## src/rtl/fp_vec_accumulator.sv

```systemverilog
// Sequential reduction of LEN single-precision floats through an external
// combinational fp_adder; shields the adder from zero operands and exact cancellation.
module fp_vec_accumulator #(
  parameter int N   = 32,
  parameter int LEN = 8
) (
  input  logic         clk,
  input  logic         rst,
  input  logic         in_valid,
  output logic         in_ready,
  input  logic [N-1:0] in_data,
  output logic [N-1:0] add_a,
  output logic [N-1:0] add_b,
  input  logic [N-1:0] add_sum,
  output logic         out_valid,
  input  logic         out_ready,
  output logic [N-1:0] out_data,
  output logic         busy
);

  localparam int CW = $clog2(LEN + 1);
  localparam logic [CW-1:0] LAST = CW'(LEN - 1);

  typedef enum logic [1:0] {
    S_IDLE,
    S_ACC,
    S_OUT
  } state_t;

  state_t         state;
  state_t         state_nx;
  logic [N-1:0]   acc;
  logic [N-1:0]   acc_nx;
  logic [CW-1:0]  count;
  logic [CW-1:0]  count_nx;

  logic accept;
  logic in_zero;
  logic acc_zero;
  logic cancel;

  assign accept   = in_valid & in_ready;
  assign in_zero  = (in_data[N-2:0] == '0);
  assign acc_zero = (acc[N-2:0] == '0);
  assign cancel   = (acc[N-2:0] == in_data[N-2:0]) && (acc[N-1] != in_data[N-1]);

  assign add_a    = acc;
  assign add_b    = in_data;
  assign out_data = acc;

  always_ff @(posedge clk) begin
    if (rst) begin
      state <= S_IDLE;
      acc   <= '0;
      count <= '0;
    end else begin
      state <= state_nx;
      acc   <= acc_nx;
      count <= count_nx;
    end
  end

  always_comb begin
    state_nx = state;
    case (state)
      S_IDLE:  if (accept) state_nx = S_ACC;
      S_ACC:   if (accept && (count == LAST)) state_nx = S_OUT;
      S_OUT:   if (out_ready) state_nx = S_IDLE;
      default: state_nx = S_IDLE;
    endcase
  end

  always_comb begin
    in_ready  = (state != S_OUT);
    out_valid = (state == S_OUT);
    busy      = (state != S_IDLE);
  end

  // Operand screening happens before the adder result is ever selected, so the
  // adder's output for zero or cancelling operands is never used.
  always_comb begin
    acc_nx   = acc;
    count_nx = count;
    if ((state == S_OUT) && out_ready) begin
      acc_nx   = '0;
      count_nx = '0;
    end else if (accept) begin
      count_nx = count + CW'(1);
      if (count == '0)
        acc_nx = in_data;
      else if (in_zero)
        acc_nx = acc;
      else if (acc_zero)
        acc_nx = in_data;
      else if (cancel)
        acc_nx = '0;
      else
        acc_nx = add_sum;
    end
  end

endmodule

```

## config.mk

```make
export PLATFORM = sky130hd
export DESIGN_NAME = fp_vec_accumulator
export DESIGN_NICKNAME = d
export VERILOG_FILES = /design/src/rtl/fp_vec_accumulator.sv
export SDC_FILE = /design/constraint.sdc
export NUM_CORES = 1
export LEC_CHECK = 0
export CAP_MARGIN = 20
export CORE_ASPECT_RATIO = 1.5
export CORE_MARGIN = 5
export CORE_UTILIZATION = 35
export CTS_BUF_LIST = sky130_fd_sc_hd__clkbuf_8
export CTS_CLUSTER_DIAMETER = 200
export DETAILED_ROUTE_END_ITERATION = 6
export PLACE_DENSITY_LB_ADDON = 0.15
export SYNTH_ARGS = -nofsm -noshare
export SYNTH_HDL_FRONTEND = slang
export SYNTH_SLANG_ARGS = --single-unit
export TNS_END_PERCENT = 100
```

## constraint.sdc

```tcl
create_clock -name clk -period 1.81 [get_ports clk]
set_input_delay 0.2715 -clock clk [delete_from_list [all_inputs] [get_ports clk]]
set_output_delay 0.2715 -clock clk [all_outputs]
set_load 0.01 [all_outputs]
```

# Word-level counts from Yosys, hierarchy flattened
# Cells that the tools add are included.
# op_classes
n_addsub	1
mul	0
n_div	0
order_cmp	0
n_eq_ne	10
shift	0
n_mux	8
bitwise_logic	1
n_reduce_logical	11
# op_table
op	count
$mux 32	4
$logic_not 31->1	2
$eq 31x31->1	1
$mux 2	3
$ne 2x2->1 const B	3
$pmux 2 s3	1
$add 4x1->4 const B	1
$eq 4x3->1 const B	1
$logic_not 4->1	1
$ne 2x1->1 const B	2
$logic_and 1x1->1	3
$reduce_and 3->1	1
$eq 2x1->1 const B	1
$eq 2x2->1 const B	1
$logic_not 2->1	1
$reduce_and 2->1	1
$reduce_bool 2->1	1
$reduce_or 2->1	1
$and 1x1->1	1
$ne 1x1->1	1
# word_totals
regBits	38
latch_bits	0
ram_bits	0
mem_bits_ro	0
mem_count	0

# Longest topological paths before layout
# Gate-level depths: netlist of run 1.
# logic_depth
word_depth	6
depth_mapped	8

# Worst setup path after synthesis of run 1
# OpenSTA, ideal clock, no wires.
# synth_path
path_kind	register to register
from	register acc[18] (netlist: add_a[18])
to	register acc[3] (netlist: add_a[3])
arrival_ns	1.715
required_time_ns	1.674
slack_ns	-0.042
path_stages_with_launch	9
cell_sequence	dfxtp_1 or4_4 nor4_2 nand4_1 and2_1 buf_6 buf_6 nand3_1 a31oi_1
# synth_between
elab_chain_cells	6
# synth_rtl
element	line_no	rtl
start: declaration	32	logic [N-1:0] acc;
start signal: assignment	58	acc <= acc_nx;
$eq 31x31->1	45	assign cancel = (acc[N-2:0] == in_data[N-2:0]) && (acc[N-1] != in_data[N-1]);
$logic_and 1x1->1	45	
$mux 32	95	else if (cancel)
$mux 32 *	93	else if (acc_zero)
$mux 32 *	91	else if (in_zero)
$mux 32 *	89	if (count == '0)
# Every way passes the cells marked *; elsewhere a longest branch is shown, timed or not. The select of a mux whose other input is x is not followed.
# A chain may end at the register's enable or synchronous reset.

# Worst setup path after layout of run 1
# layout_path
from	register acc[18] (netlist: add_a[18])
to	register acc[18] (netlist: add_a[18])
# Same word-level chain as after synthesis.

==> results list, run 1 <==
- Run status: finished, violations left
- Failing checks: negative setup slack
- In this run the vertical extent of the chip is 119.3 um.
- Buffers placed on the I/O ports in this run total 166.
- The tightest hold path in the finished design has a slack of 0.4191 ns.
- The number of global-route vias before repair was 3286.
- Critical path class: flip-flop to flip-flop
- Before antenna repair, the detailed router went through 4 iterations.
* WL per Instance: 18.99 um
- Endpoint kind of the worst setup timing path: flip-flop
* Static Leakage: 2.070 nW
- The detailed router finished its first iteration with 161 violations.
- After synthesis, the largest family of logic cells by area is simple AND/OR/NAND/NOR gates.
- In this run the number of H-tree levels came out at 2.
- Fraction of synthesized area in multiplexers: 0%
- Traced cell by cell, the critical path runs through or4_4 -> nor4_4 -> nand4_1 -> and2_4 -> clkbuf_16 -> nand3_4 -> a31oi_4.
* Placement Rows: 40
* Total die area: 9886 um2
- The congestion estimate from routability-driven global placement came to 0.8140.
- Number of endpoints failing setup at the final stage: 32
- Clock tree synthesis found a total of 38 sinks.
- Measured against its own limit, the worst slew margin works out to 76.39%.
* Worst slack after detailed placement: -0.5472 ns
- Class of the tightest hold or removal check: input pin to flip-flop
* Area of all placed cells without fillers: 5207 um2
- Summing the areas of all xor and xnor instances in the mapped netlist gives 11.00% of the synthesized area.
- No sink is reached through more buffers than the 2 on the longest clock path.
- The worst setup path is launched from a flip-flop.
- Summed instance area of the synthesized netlist: 2788 um2
- The die is 82.87 um wide.
- Remaining routing DRC violations: 0
- Counting flops and latches in the post-synthesis netlist gives 38.
- Along the worst path, the maximum fanout reaches 5.
* Avg Vias per Cell: 5.093
* Largest stage delay on the critical path: 0.54 ns
- Vias after detailed routing: 3183
- RSZ-0062 raised after global routing: yes
* Accumulated negative setup slack: -3.640 ns
* Synth area leaders: dfxtp_1 27%, buf_4 18%, xnor2_1 10%
* Required time of the critical path: 1.99 ns
- Synth Area per Inst: 7.965 um2
- Summed over all instances, the cell type with the most area after synthesis is dfxtp_1.
* Final Skew: 0.007619 ns
- Clock-pin slew reported for the worst setup and hold paths after clock tree synthesis: 0.08 ns
- Global routing used 21.44% of the available tracks across all layers.
- Adder and majority cell fraction of the synthesized area: 0.8977%
- Of the post-synthesis cell area, the dominant cell type holds 27.29%.
- Slowest cell on crit path: or4_4
- Area of the core: 7908 um2
* First-pass GRT wire length: 17080 um
- The count of endpoints failing hold in the final timing report is 0.
- For this run, the top clock speed supported by timing is 0.5087 GHz.
- The detail route stage leaves a number of antenna-violating nets equal to 0.
- The placed instances occupy a cell area of 4612 um2.
- Sequential share of the synthesized area: 27.29%
- Power density normalized to cell area: 651.2 nW/um2
- Worst Setup Slack, final: -0.1558 ns
- The initial utilization of the core area, before any placement, comes to 35.25%.
- Detailed-route wire length: 11870 um
* Count of different cell masters after synthesis: 28
- Syn Inst Count: 350
* Simple-gate share of the synthesized area: 24.37%
- Detailed placement ended at an HPWL of 8555 um.
* Crit path time final: 1.966 ns
* Maximum number of pins on one net before global-route repair: 35
- For this run the aggregate overflow at the end of global routing stands at 0.
* CTS buffer count: 5
* Power after layout: 3.391 mW
- Fraction of final layout cells sized beyond drive strength 1: 28.46%
- Number of max-cap violations: 0
- Synthesis-to-layout area growth: 86.80%
- IR analysis of the VDD net gives a maximum drop of 0.0003736 V.
- Transition time of the tightest slew-check pin: 0.3509 ns
* Arrival time at the worst endpoint: 2.14 ns
* Synth Net Count: 420
- In the final design database the tool counted 589 nets.
- In the finished design, the share of the clock period the worst path needs comes to 108.6%.
- Final count of pins violating max slew: 0
* Diodes inserted: 0
* Total of warnings raised by yosys: 0
* CTS tree: built
- The initial antenna violation count came to 0.
* Root buffer cell: clkbuf_8
- For the worst-skew pair, the clock arrives at the later sink with an insertion delay of 0.30 ns.
* Number of ports placed on the die boundary: 167
- Summing the areas of all compound-gate instances in the mapped netlist gives 14.41% of the synthesized area.
[stage by stage]
stage               utilization (%)  std cells
floorplan                         -        350
global placement              58.32        609
detailed placement            58.32        609
CTS                           60.36        619
global route                  65.85        625
finish                        65.85        625
[logic make-up after synthesis]
kind of cell,after synthesis
AOI/OAI and AO/OA,71
xor gates and xnor gates,35
adders and majority gates,2
buffers and inverters,86
DFF,38
and+or+nand+nor,118
[critical path: cells and delay by family (launching register included)]
family                 cells  cell delay, ns
buffers and inverters      1            0.18
AOI/OAI and AO/OA          1            0.09
DFF                        1            0.33
and+or+nand+nor            5            1.25
[state kept, by name, indices dropped and copies added, names as in the netlist]
name,count
add_a,32
count,4
state,2
[layout make-up]
cell class,count,area (um2)
Inverter,3,11.26
Clock inverter,2,8.758
Timing Repair Buffer,245,2491
Multi-Input combinational cell,226,1718
Fill cell,698,2700
Sequential cell,38,764.5
Clock buffer,6,82.58
Tap cell,105,131.4
[final timing paths]
| check | start | endpoint | slack (ns) | cells past startpoint |
|---|---|---|---|---|
| setup / recovery | add_a[18] | add_a[18] | -0.16 | 7 |
| hold / removal | in_data[29] | add_a[29] | 0.42 | 4 |
| setup reg to reg | add_a[18] | add_a[18] | -0.16 | 7 |
| hold reg to reg | count[1] | count[1] | 0.51 | 2 |
[routing by layer]
metal / GRT usage (%) / wire, um / vias up
met3: 4.360 / 726 / 31
met1: 22.73 / 4209 / 1489
met5: 0 / 0 / -
met4: 7.975 / 462 / 0
met2: 40.91 / 6469 / 152
li1: - / - / 1511
[report_power, final]
part	switching, mW	total (mW)	leakage, nW	internal [mW]
clock network	0.328	0.631	0.0524	0.303
logic	0.783	1.74	1.70	0.960
registers	0.0926	1.02	0.316	0.925
[cells in the final DEF, fill, tap and decap left out, drive strengths merged]
master           n
clkdlybuf4s50  150
buf             73
nand2           41
dfxtp           38
xnor2           32
a31oi           32
nand3           32
o21ai           32
nor4            16
dlymetal6s2s    14
clkbuf          12
nand4           11
nor2            10
a21oi            5
inv              4
xor2             3
ha               2
dlygate4sd2      2
and2             2
nand2b           1
or2              1
a21o             1
and4             1
or4              1
nor3             1
a41oi            1
nand3b           1
clkinv           1
[cells in the mapped netlist (all sizes together)]
cell,n
nor2,10
xor2,3
nor4,16
nand2,41
a31oi,32
nand4,11
inv,3
and4,1
xnor2,32
clkbuf,9
nand3,32
dfxtp,38
or4,1
buf,74
and2,2
a41oi,1
or2,1
nand2b,1
nand3b,1
ha,2
o21ai,32
nor3,1
a21o,1
a21oi,5
[timing repair]
action | CTS | global route
setup endpoints to repair | 33 | 35
resized for setup | 13 | 69
hold buffers | 0 | 0
gates cloned | 1 | 6
buffers inserted | 1 | 1
pin swaps | 15 | 26
(Power assumes the default switching activity.)
==> run 2, diff against run 1 <==
- CORE_UTILIZATION: 35 -> 39
- clock period: 1.81 -> 2.1 ns (I/O delays scaled with it)
==> results list, run 2 (synthesis results as in run 1) <==
- The required time at the endpoint of the critical path came to 2.27 ns (was 1.99 ns).
- Total die area: 8973 um2 (was 9886 um2)
- Largest stage delay on the critical path: 0.46 ns (was 0.54 ns)
* Final count of pins violating max slew: 0 (unchanged)
- Max reg flops: 32 (unchanged)
- Avg Vias per Cell: 5.257 (was 5.093)
- The cell type group with the largest total delay on the critical path is buffers and inverters (was simple AND/OR/NAND/NOR gates).
* Die Span Y: 113.5 um (was 119.3 um)
- The startpoint of the most critical hold path is in_data[7] (was in_data[29]).
* CTS tree: built (unchanged)
- Drt pass-1 iters: 4 (unchanged)
- Worst path cell trace: clkdlybuf4s50_1 -> buf_4 -> xnor2_1 -> nand4_1 -> nor4_1 -> nand2_2 -> buf_4 -> nand3_1 -> a31oi_1 (was or4_4 -> nor4_4 -> nand4_1 -> and2_4 -> clkbuf_16 -> nand3_4 -> a31oi_4)
- Horizontal extent of the die: 79.03 um (was 82.87 um)
- The classification of the worst-slack hold path is input pin to flip-flop (unchanged).
- The remaining antenna violation count came to 0 (unchanged).
- Internal Power: 1.717 mW (was 2.188 mW)
- Placement Rows: 37 (was 40)
* Count of buffer and inverter cells on the critical path: 3 (was 1)
- The cell that appears most often on the critical path is buf_4.
- Clock-pin slew reported for the worst setup and hold paths after clock tree synthesis: 0.07 ns (was 0.08 ns)
* CTS H-Tree Depth: 2 (unchanged)
- The placed wire-length estimate after detailed placement is 8055 um (was 8555 um).
- Number of global-route vias before repair: 3083 (was 3286)
- The maximum VDD drop is 0.0003020 V (was 0.0003736 V).
- The cell with the largest stage delay on the worst path is clkdlybuf4s50_1 (was or4_4).
- Worst-case headroom to the max-slew limit: 69.88% (was 76.39%)
- The worst path uses 95.65% of the clock period.
- Maximum fanout along the worst path: 13 (was 5)
- Endpoint kind of the worst setup timing path: flip-flop (unchanged)
- The routability congestion estimate came to 0.8356 (was 0.8140).
- The number of buffers between clock root and the deepest sink is 2 (unchanged).
- Area of the core: 6898 um2 (was 7908 um2)
- The category of the most critical setup path was input pin to flip-flop (was flip-flop to flip-flop).
* Arrival time at the worst endpoint: 2.18 ns (was 2.14 ns)
- Number of ports placed on the die boundary: 167 (unchanged)
* Synthesis-to-layout area growth: 61.45% (was 86.80%)
* Diodes inserted: 0 (unchanged)
- Run status: completed (was finished, violations left)
- RSZ-0062 raised after global routing: no (was yes)
- DR iter-0 viols: 204 (was 161)
- CTS buffer count: 5 (unchanged)
- Crit path time final: 2.009 ns
- Multi-input logic area: 1478 um2 (was 1718 um2)
- Instance count after placement with tap cells included: 557 (was 609)
* Root buffer cell: clkbuf_8 (unchanged)
- Global routing usage summed across all routing layers: 22.24% (was 21.44%)
- Accumulated negative setup slack: 0 ns (was -3.640 ns)
- The setup fix buffers added after clock tree synthesis is 0 (was 1).
* Combined flip-flop and latch cell area: 760.7 um2 (was 764.5 um2)
- The overflow left after global routing is 0 (unchanged).
- The count of endpoints failing hold in the final timing report came to 0 (unchanged).
- Power density normalized to cell area: 582.1 nW/um2 (was 651.2 nW/um2)
- The reported net switching power came to 0.9025 mW (was 1.204 mW).
- The power share of the combinational group came to 45.5% (was 51.4%).
- Count of buffers from port buffering: 166 (unchanged)
- Fraction of final layout cells sized beyond drive strength 1: 17.04% (was 28.46%)
- Leading cell type in the layout, fill and taps excluded: clkdlybuf4s50_1 (unchanged)
* Total clock sinks: 38 (unchanged)
- First-pass GRT wire length: 15870 um (was 17080 um)
- WL per Instance: 17.90 um (was 18.99 um)
- Fill cell instance count of the final layout: 627 (was 698)
* Critical path launch point type: input pin (was flip-flop)
- The critical register-to-register path startpoint is add_a[0] (was add_a[18]).
* Final Skew: 0.01105 ns (was 0.007619 ns)
- The clock latency reported for the late side of the worst-skew pair is 0.29 ns (was 0.30 ns).
- The number of nets in the layout came to 556 (was 589).
- Number of endpoints failing setup at the final stage: 0 (was 32)
- The routed wire length came to 10110 um (was 11870 um).
- The pin count of the biggest net entering global routing came to 35 (unchanged).
- Maximum frequency from static timing analysis: 0.4978 GHz
* Initial antenna violation count: 0 (unchanged)
- Proportion of total power due to net switching: 34.45% (was 35.49%)
- Number of max-cap violations: 0 (unchanged)
- Remaining routing DRC violations: 0 (unchanged)
* Crit path launch: in_data[5] (was add_a[18])
* Initial core utilization: 40.41% (was 35.25%)
- The slew at the pin closest to its max-slew limit came to 0.4477 ns (was 0.3509 ns).
* Sequential fraction of design power: 34.3% (was 30.0%)
- Relative contribution of the clock network to total power: 20.2% (was 18.6%)
* Vias after detailed routing: 2970 (was 3183)
- Non-filler instance count after layout: 565 (was 625)
- The leakage power is 1.690 nW (was 2.070 nW).
* Commonest non-fill, non-tap cells in the layout: 164 x clkdlybuf4s50_1, 42 x buf_4, 40 x nand2_1 (was 150 x clkdlybuf4s50_1, 63 x buf_4, 37 x nand2_1)
- Final hold slack: 0.4362 ns (was 0.4191 ns)
[run 2: changes by cell type in the layout (fill, tap and decap cells not counted), moves of 8 or more]
cell	previous run	this run
buf_4	63	42
o21ai_0	13	30
clkdlybuf4s50_1	150	164
dlymetal6s2s_1	14	2
a31oi_1	22	32
o21ai_1	11	2
o21ai_2	8	0
[run 2: routing by layer]
metal / share of wire, % / up-vias / track usage (%)
met2: 51 / 131 / 39.43
met1: 38 / 1377 / 25.18
met3: 8.0 / 20 / 5.371
li1: - / 1442 / -
met4: 2.7 / 0 / 9.060
met5: 0 / - / 0
[run 2: repair_timing]
item / in CTS / in global routing
gates resized for setup: 2 / 8
hold buffers: 0 / 0
endpoints found under the setup margin: 32 / 32
pin swaps: 0 / 3
[run 2: metrics by stage]
stage	power, mW	setup WS, ns	instance area [um2]	utilization [%]
2_1_floorplan	1.530	0.2483	2788	-
3_3_place_gp	2.086	-0.3037	4365	63.29
3_5_place_dp	2.101	-0.3824	4365	63.29
4_1_cts	2.624	0.02546	4469	64.79
5_1_grt	2.750	0.005010	4501	65.25
6_report	2.620	0.09132	4501	65.25
[run 2: final cells by class]
type	instances	area share (%)
clock inverter	2	0.1946
sequential	38	16.90
multi-input combinational	226	32.83
timing repair buffer	212	45.82
tap	78	2.168
clock buffer	6	1.835
inverter	3	0.2502
[run 2: worst paths after layout]
kind / end / slack, ns / cells past startpoint
worst max-delay path: add_a[17] / 0.09 / 9
worst min-delay path: add_a[7] / 0.44 / 3
worst max register to register: add_a[23] / 0.13 / 7
worst min register to register: count[1] / 0.50 / 2
[run 2: worst min-delay path, cell delays in order]
cell            delay [ns]
dlymetal6s2s_1        0.20
nand2_1               0.09
a31oi_1               0.07
[run 2: power groups by stage]
stage	Sequential (mW)	Clock [mW]	Combinational, mW
finish	0.898	0.530	1.19
global route	0.912	0.559	1.28
CTS	0.899	0.529	1.20
detailed placement	0.915	0	1.19
global placement	0.911	0	1.18
floorplan	0.928	0	0.602
==> run 3, diff against run 2 <==
- CAP_MARGIN: 20 -> 25
==> results of run 3 <==
Final layout, timing and power as in run 2 (identical DEF).
